## config.mk

```make
export PLATFORM = sky130hd
export DESIGN_NAME = collector_arbiter
export DESIGN_NICKNAME = d
export VERILOG_FILES = /design/src/rtl/collector_arbiter.sv
export SDC_FILE = /design/constraint.sdc
export NUM_CORES = 1
export LEC_CHECK = 0
export ABC_AREA = 1
export BUFFER_PORTS_ARGS = -buffer_cell sky130_fd_sc_hd__buf_2
export CAP_MARGIN = 40
export CORE_UTILIZATION = 43
export DETAILED_ROUTE_END_ITERATION = 12
export GPL_TIMING_DRIVEN = 0
export MAX_ROUTING_LAYER = met4
export PLACE_DENSITY = 0.77
export SYNTH_ARGS = -nofsm -noshare
export SYNTH_HDL_FRONTEND = slang
export SYNTH_SLANG_ARGS = --single-unit
```

## constraint.sdc

```tcl
create_clock -name clk -period 2 [get_ports clk]
set_clock_uncertainty 0.15 [all_clocks]
set_input_delay 0.3 -clock clk [delete_from_list [all_inputs] [get_ports clk]]
set_output_delay 0.3 -clock clk [all_outputs]
set_load 0.005 [all_outputs]
```

## src/rtl/collector_arbiter.sv

```systemverilog
// rtl/collector_arbiter.sv - round-robin arbiter sharing one packet collector among local ports
module collector_arbiter #(
  parameter int dataWidth = 32,
  parameter int NUM_PORTS = 4,
  parameter int TIMEOUT   = 16
) (
  input  logic                           clk,
  input  logic                           reset,
  input  logic [NUM_PORTS-1:0]           ReqUpStr,
  input  logic [NUM_PORTS*dataWidth-1:0] PacketIn,
  output logic [NUM_PORTS-1:0]           GntUpStr,
  output logic                           ReqDnStr,
  output logic [dataWidth-1:0]           PacketOut,
  input  logic                           GntDnStr,
  input  logic                           DnStrFull,
  output logic [15:0]                    GrantCount,
  output logic                           TimeoutErr
);

  localparam int PW = (NUM_PORTS > 1) ? $clog2(NUM_PORTS) : 1;

  localparam logic [1:0] S_IDLE = 2'd0;
  localparam logic [1:0] S_REQ  = 2'd1;
  localparam logic [1:0] S_GNT  = 2'd2;

  logic [1:0]           state_q, state_d;
  logic [PW-1:0]        rr_ptr_q, rr_ptr_d;
  logic [PW-1:0]        winner_q, winner_d;
  logic [7:0]           wait_cnt_q, wait_cnt_d;
  logic [NUM_PORTS-1:0] gnt_q, gnt_d;
  logic                 req_q, req_d;
  logic                 tmo_q, tmo_d;
  logic [dataWidth-1:0] pkt_q, pkt_d;
  logic [15:0]          grant_cnt_q, grant_cnt_d;

  logic                 found;
  logic [PW-1:0]        pick;
  logic [PW-1:0]        idx;
  logic [PW-1:0]        winner_inc;

  // First asserted request at or after rr_ptr, wrapping modulo NUM_PORTS.
  always_comb begin
    found = 1'b0;
    pick  = '0;
    idx   = '0;
    for (int k = 0; k < NUM_PORTS; k++) begin
      idx = PW'((int'(rr_ptr_q) + k) % NUM_PORTS);
      if (!found && ReqUpStr[idx]) begin
        found = 1'b1;
        pick  = idx;
      end
    end
  end

  assign winner_inc = (winner_q == PW'(NUM_PORTS - 1)) ? '0 : winner_q + PW'(1);

  always_comb begin
    state_d     = state_q;
    rr_ptr_d    = rr_ptr_q;
    winner_d    = winner_q;
    wait_cnt_d  = wait_cnt_q;
    gnt_d       = '0;
    req_d       = req_q;
    tmo_d       = 1'b0;
    pkt_d       = pkt_q;
    grant_cnt_d = grant_cnt_q;
    case (state_q)
      S_IDLE: begin
        if (found && !DnStrFull && !GntDnStr) begin
          winner_d   = pick;
          pkt_d      = PacketIn[pick*dataWidth +: dataWidth];
          req_d      = 1'b1;
          wait_cnt_d = '0;
          state_d    = S_REQ;
        end
      end
      S_REQ: begin
        // A collector grant wins over a timeout landing on the same cycle.
        if (GntDnStr) begin
          req_d           = 1'b0;
          gnt_d[winner_q] = 1'b1;
          grant_cnt_d     = grant_cnt_q + 16'd1;
          rr_ptr_d        = winner_inc;
          state_d         = S_GNT;
        end else if (wait_cnt_q == 8'(TIMEOUT - 1)) begin
          req_d    = 1'b0;
          tmo_d    = 1'b1;
          rr_ptr_d = winner_inc;
          state_d  = S_IDLE;
        end else begin
          wait_cnt_d = wait_cnt_q + 8'd1;
        end
      end
      S_GNT:   state_d = S_IDLE;
      default: state_d = S_IDLE;
    endcase
  end

  always_ff @(posedge clk) begin
    if (reset) begin
      state_q     <= S_IDLE;
      rr_ptr_q    <= '0;
      winner_q    <= '0;
      wait_cnt_q  <= '0;
      gnt_q       <= '0;
      req_q       <= 1'b0;
      tmo_q       <= 1'b0;
      pkt_q       <= '0;
      grant_cnt_q <= '0;
    end else begin
      state_q     <= state_d;
      rr_ptr_q    <= rr_ptr_d;
      winner_q    <= winner_d;
      wait_cnt_q  <= wait_cnt_d;
      gnt_q       <= gnt_d;
      req_q       <= req_d;
      tmo_q       <= tmo_d;
      pkt_q       <= pkt_d;
      grant_cnt_q <= grant_cnt_d;
    end
  end

  assign GntUpStr   = gnt_q;
  assign ReqDnStr   = req_q;
  assign TimeoutErr = tmo_q;
  assign PacketOut  = pkt_q;
  assign GrantCount = grant_cnt_q;

endmodule

```

# --- Yosys cells after proc, flatten, opt, wreduce, memory -nomap -nowiden ---
# Index checks and enable logic that the tools add are counted.
totals:
  n_memories: 0
  romBits: 0
  register_bits: 68
  latch_bits: 0
  inputBits: 136
  mem_bits_rw: 0
  elab_cells: 87
  output_inout_bits: 54
classes:
  eq_ne: 7
  shift: 1
  n_mul: 0
  n_mux: 34
  n_reduce_logical: 22
  div: 0
  n_bitwise: 2
  order_cmp: 6
  n_addsub: 6
op_table:
  columns: ["op", "count"]
  rows:
  - ["$shiftx A128 B8 Y32", 1]
  - ["$mux W8", 3]
  - ["$mux W2", 10]
  - ["$add A16 B1 Y16 const B", 1]
  - ["$pmux W8 S2", 1]
  - ["$lt A2 B3 Y1 const B", 5]
  - ["$mux W1", 13]
  - ["$add A8 B1 Y8 const B", 1]
  - ["$bmux W1 S2", 4]
  - ["$eq A8 B4 Y1 const B", 1]
  - ["$reduce_and A2 Y1", 4]
  - ["$logic_and A1 B1 Y1", 6]
  - ["$ne A2 B2 Y1 const B", 3]
  - ["$reduce_or A3 Y1", 2]
  - ["$logic_not A1 Y1", 5]
  - ["$add A2 B1 Y2 const B", 2]
  - ["$add A2 B2 Y2 const B", 2]
  - ["$pmux W2 S2", 1]
  - ["$reduce_and A4 Y1", 1]
  - ["$reduce_bool A2 Y1", 2]
  - ["$ne A3 B3 Y1 const B", 1]
  - ["$reduce_and A3 Y1", 1]
  - ["$demux W1 S2", 1]
  - ["$eq A2 B1 Y1 const B", 1]
  - ["5 further kinds", 6]

# --- Logic depth before layout (Yosys ltp) ---
logic_depth:
  ltp_word: 16
  depth_mapped: 17
  ltp_nobuf: 15

# --- Least setup slack after synthesis ---
# Ideal clock, no wire load.
synth_path:
  path_type: "register to register"
  from: "register rr_ptr_q[0]"
  to: "register pkt_q[6] (netlist: PacketOut[6])"
  setup_time_ps: 113
  period_less_slack_ps: 1883
  setup_slack_ps: 117
  path_buffers: 3
  t_required_ps: 1737
  path_stages_with_launch: 15
  arrival_ps: 1620
  cell_sequence: "dfxtp_1 > buf_6 > inv_6 > nand2_2 > nand2_2 > nand2_1 > inv_2 > nor2_1 > nand3_4 > buf_2 > buf_2 > nand4_1 > nand3_1 > nand3_1 > nand2_1"
synth_between:
  elab_chain_len: 15
  elab_cells_between_ends: 29
  cone_classes: "add/sub (3); shift (1); mux (16); reduce/logical (9)"
synth_rtl:
  columns: ["item", "line", "source"]
  rows:
  - ["from (decl)", "27", "logic [PW-1:0] rr_ptr_q, rr_ptr_d;"]
  - ["from (signal assigned)", "112", "rr_ptr_q <= rr_ptr_d;"]
  - ["parallel branches: the longest is 15 deep, another holds $add A2 B1 Y2", null, null]
  - ["to (signal assigned)", "118", "pkt_q <= pkt_d;"]
  - ["to (decl)", "33", "logic [dataWidth-1:0] pkt_q, pkt_d;"]
# Parallel ways; which one is timed is not known. The select of a mux whose other input is x is not followed.
# A chain may end at the register's enable or synchronous reset.

# --- Worst setup path in the final report ---
layout_path:
  from: "register rr_ptr_q[0]"
  to: "register wait_cnt_q[6]"
layout_between:
  elab_chain_len: 16
  elab_cells_between_ends: 25
  cone_classes: "add/sub (3); eq/ne (1); mux (12); reduce/logical (9)"
layout_rtl:
  columns: ["item", "line", "source"]
  rows:
  - ["parallel branches: the longest is 11 deep, another holds $add A2 B1 Y2", null, null]
  - ["$mux W1 (*)", "48", "if (!found && ReqUpStr[idx]) begin"]
  - ["$logic_and A1 B1 Y1 (*) (2 in series)", "69", "if (found && !DnStrFull && !GntDnStr) begin"]
  - ["$ne A2 B2 Y1 (no source line) (*)", null, null]
  - ["$reduce_and A4 Y1 (no source line) (*)", null, null]
  - ["to (signal assigned)", "114", "wait_cnt_q <= wait_cnt_d;"]
  - ["to (decl)", "29", "logic [7:0] wait_cnt_q, wait_cnt_d;"]
# Mark *: on every way between the ends. The select of a mux whose other input is x is not followed.

==> results by group <==
Setup path
  – WS Path Type: reg -> reg
  – Nature of the critical path startpoint: register
  – CP Capture Type: register
  – CP cell instances: buf_6, inv_8, nand2_1, nand3_2, nand2_4, nor2_4, nand3_4, nand3_4, buf_6, buf_6, nand2_8, inv_8, buf_6, o21ai_1, a21oi_1
  – Worst path required time: 2.14 ns
  – Most used cell, CP: buf_6
  – Max FO, Critical Path: 10
  – CP max-delay cell: dfxtp_2
  – Buf+Inv Stages, Crit Path: 6
  – Delay-heaviest family, CP: simple AND/OR/NAND/NOR gates
  – Crit path DAT: between 2 and 2.5 ns
  – Worst path max stage delay: ~0.33 ns

Routing
  – DR iter-0 viols: 329
  – DR WL/cell: between 10 and 15 µm
  – Via count: about 5,400
  – Iteration count of the initial detailed-routing pass: 5
  – Final ANT Viol Nets: 0
  – DRC Markers: 0
  – Vias/cell: 5.22
  – Total Wirelength: between 15,000 and 20,000 µm

GRT
  – Met3 usage: 0.0617
  – Met1 usage: 0.349
  – Global route hottest layer: met2
  – GRT Total Usage: 0.298
  – First-pass GRT wire length: roughly 23,000 µm
  – Met2 Use GR: 0.504
  – Vias in the first global route: ~4,800
  – Initial antenna violation count: 0
  – GR Overflow Total: 0
  – Largest net degree at the start of global routing: 15

Timing
  – Unrepaired setup endpoints after global routing: yes
  – Post-layout min period: around 2.2 ns
  – Worst slew margin: 0.640
  – Hold slack: between 0.05 and 0.06 ns
  – Max-slew violation count: 0
  – Final setup vio count: 43
  – Fmax achieved: about 450 MHz
  – Post-layout worst setup margin: -0.234 ns
  – Actual slew at the worst max-slew pin: ~0.54 ns
  – Final Cycle Share: 1.12
  – Final Hold Vio Count: 0

Clock network
  – TritonCTS clock tree: built
  – Worst skew pair latency: between 0.3 and 0.4 ns
  – CTS max path bufs: 2
  – TritonCTS Buffers: 9
  – H-tree depth: 3
  – Clock net sink count: just under 70
  – Clock Pin Slew Worst Setup and Hold Paths: approximately 0.090 ns
  – Clock Tree Root: clkbuf_8

Placement
  – Port Buffers: around 190
  – Detailed placement HPWL: 10,600 µm
  – GPL Wtd Cong: just over 0.9
  – Placed cell area: 5290 µm²
  – Placed Cells: approximately 1,000

Power
  – Power Density: 645 nW/µm²
  – Peak supply drop: 0.350 mV
  – LEAKAGE: roughly 3.4 nW

Logic synthesis
  – Primary FF master, synth: dfxtp_1
  – Post-synth EDFFs: 0
  – Post-Syn Area: ~4200 µm²
  – Synthesis Warnings: 0
  – Mux contribution to synthesized area: 0
  – Adder-Cell Fraction of Synth Area: 0.0179
  – Yosys reg bits: around 70
  – Mean Syn Cell Area: about 6.3 µm²
  – Sequential area share after synthesis: 0.325
  – Area share of and/or/nand/nor cells after synthesis: 0.486
  – Synth async-reset ratio: 0
  – Largest family of logic cells by synthesized area: simple AND/OR/NAND/NOR gates
  – Post-synthesis xor/xnor area fraction: 0.00837
  – Mapped Cells: around 670
  – Compound-cell area share of the yosys netlist: 0.0634
  – Synth cell types: 36
  – Syn Nets: approximately 800

Run status
  – Status: complete, but fails checks
  – Failing checks: setup timing

Die
  – Die height: 101 µm
  – DIE AREA: 10,100 µm²
  – Initial Util: 0.449
  – Total core area: approximately 9300 µm²
  – Number of I/O pins: 190
  – Horiz. Die Dim: roughly 100 µm
  – # rows: 35

Layout
  – # nets final: 1,048
  – Sequential cell area: roughly 1400 µm²
  – Core Util, Final: 0.684
  – Cell area after layout: between 6000 and 7000 µm²
  – Fill cell count: approximately 840
  – Diodes inserted: 0
  – Most common cell after layout, fill and taps aside: nand2_1
  – Ratio of cells with drive above 1 in the final layout: 0.387
  – Area Growth Syn to Fin: 52.4%
  – Most frequent cells in the layout: nand2_1, buf_2, dfxtp_1
  – Multi-input gate area: 2720 µm²
  – Final cell count without fillers: between 1,000 and 1,500

Job
  – Max_cap viols: 0

Min path
  – Hold crit path type: in -> reg
==> cell usage after synthesis (2+ instances only) <==
master    number  area (µm²)
clkbuf_1       9        33.8
ha_1           6        75.1
o21a_1         4        30.0
nand3_4        2        35.0
xor2_1         4        35.0
nand2_2        6        37.5
buf_2         23         115
nand3_1       66         330
nand4_1       61         382
inv_2          4        15.0
nand2_1      257         965
nor2_4         2        22.5
nor3_1         3        15.0
dfxtp_1       68        1360
a211oi_1       2        15.0
o21ai_0       16        80.1
buf_1          3        11.3
nor2_1        42         158
a21oi_1       19        95.1
buf_4          2        15.0
nand3_2        3        30.0
buf_6          2        22.5
inv_1         52         195
==> power by group <==
| part | switching (mW) | internal, mW |
|---|---|---|
| clock | 0.611 | 0.594 |
| sequential | 0.0468 | 1.43 |
| combinational | 0.796 | 0.642 |
==> final timing paths <==
| kind | startpoint | endpoint | slack (ns) | cells after the start |
|---|---|---|---|---|
| setup / recovery | rr_ptr_q[0]$_SDFFE_PP0P_ | wait_cnt_q[6]$_SDFFE_PP0P_ | -0.23 | 15 |
| hold reg to reg | PacketOut[19]$_SDFFE_PP0P_ | PacketOut[19]$_SDFFE_PP0P_ | 0.30 | 2 |
| hold / removal | GntDnStr | TimeoutErr$_SDFF_PP0_ | 0.06 | 2 |
| setup reg to reg | rr_ptr_q[0]$_SDFFE_PP0P_ | wait_cnt_q[6]$_SDFFE_PP0P_ | -0.23 | 15 |
==> cell type report <==
class                      count  area share
inverter                      57      0.0375
sequential                    68       0.214
multi-input combinational    507       0.425
tap                          129      0.0253
clock inverter                 7      0.0129
clock buffer                   9      0.0194
timing repair buffer         225       0.212
buffer                        38      0.0531
==> registers in the layout, summed over array words and instances, names as in the netlist <==
| signal | cells |
|---|---|
| GntUpStr | 4 |
| GrantCount | 16 |
| PacketOut | 32 |
| ReqDnStr | 1 |
| TimeoutErr | 1 |
| rr_ptr_q | 2 |
| state_q | 2 |
| wait_cnt_q | 8 |
| winner_q | 2 |
==> logic make-up after synthesis <==
group | Yosys count
AND/OR/NAND/NOR | 448
buffers and inverters | 96
flip-flops | 68
AO/OA/AOI/OAI | 47
adder cells (fa/ha/maj) | 6
XOR/XNOR | 4
==> timing repair <==
item / 4_1_cts / 5_1_grt
cloned: 4 / 6
resized for setup: 105 / 57
endpoints found under the setup margin: 43 / 49
hold buffers: 0 / 0
pin swaps: 15 / 12
setup buffers: 15 / 14
==> per-layer routing <==
metal | vias to the layer above | routed length (µm)
met1 | 2451 | 6260
met4 | 0 | 413
met3 | 35 | 1230
met5 | - | 0
li1 | 2671 | -
met2 | 267 | 7370
==> through the flow <==
step | setup WS (ns) | total power, mW | setup TNS, ns
after floorplan | 0.117 | 2.15 | 0
after global placement | -0.264 | 2.53 | -5.34
after detailed placement | -0.294 | 2.54 | -6.56
after CTS | -0.102 | 3.90 | -2.23
after global routing | -0.335 | 4.32 | -11.92
final | -0.234 | 4.12 | -7.09
(Power assumes the default switching activity.)
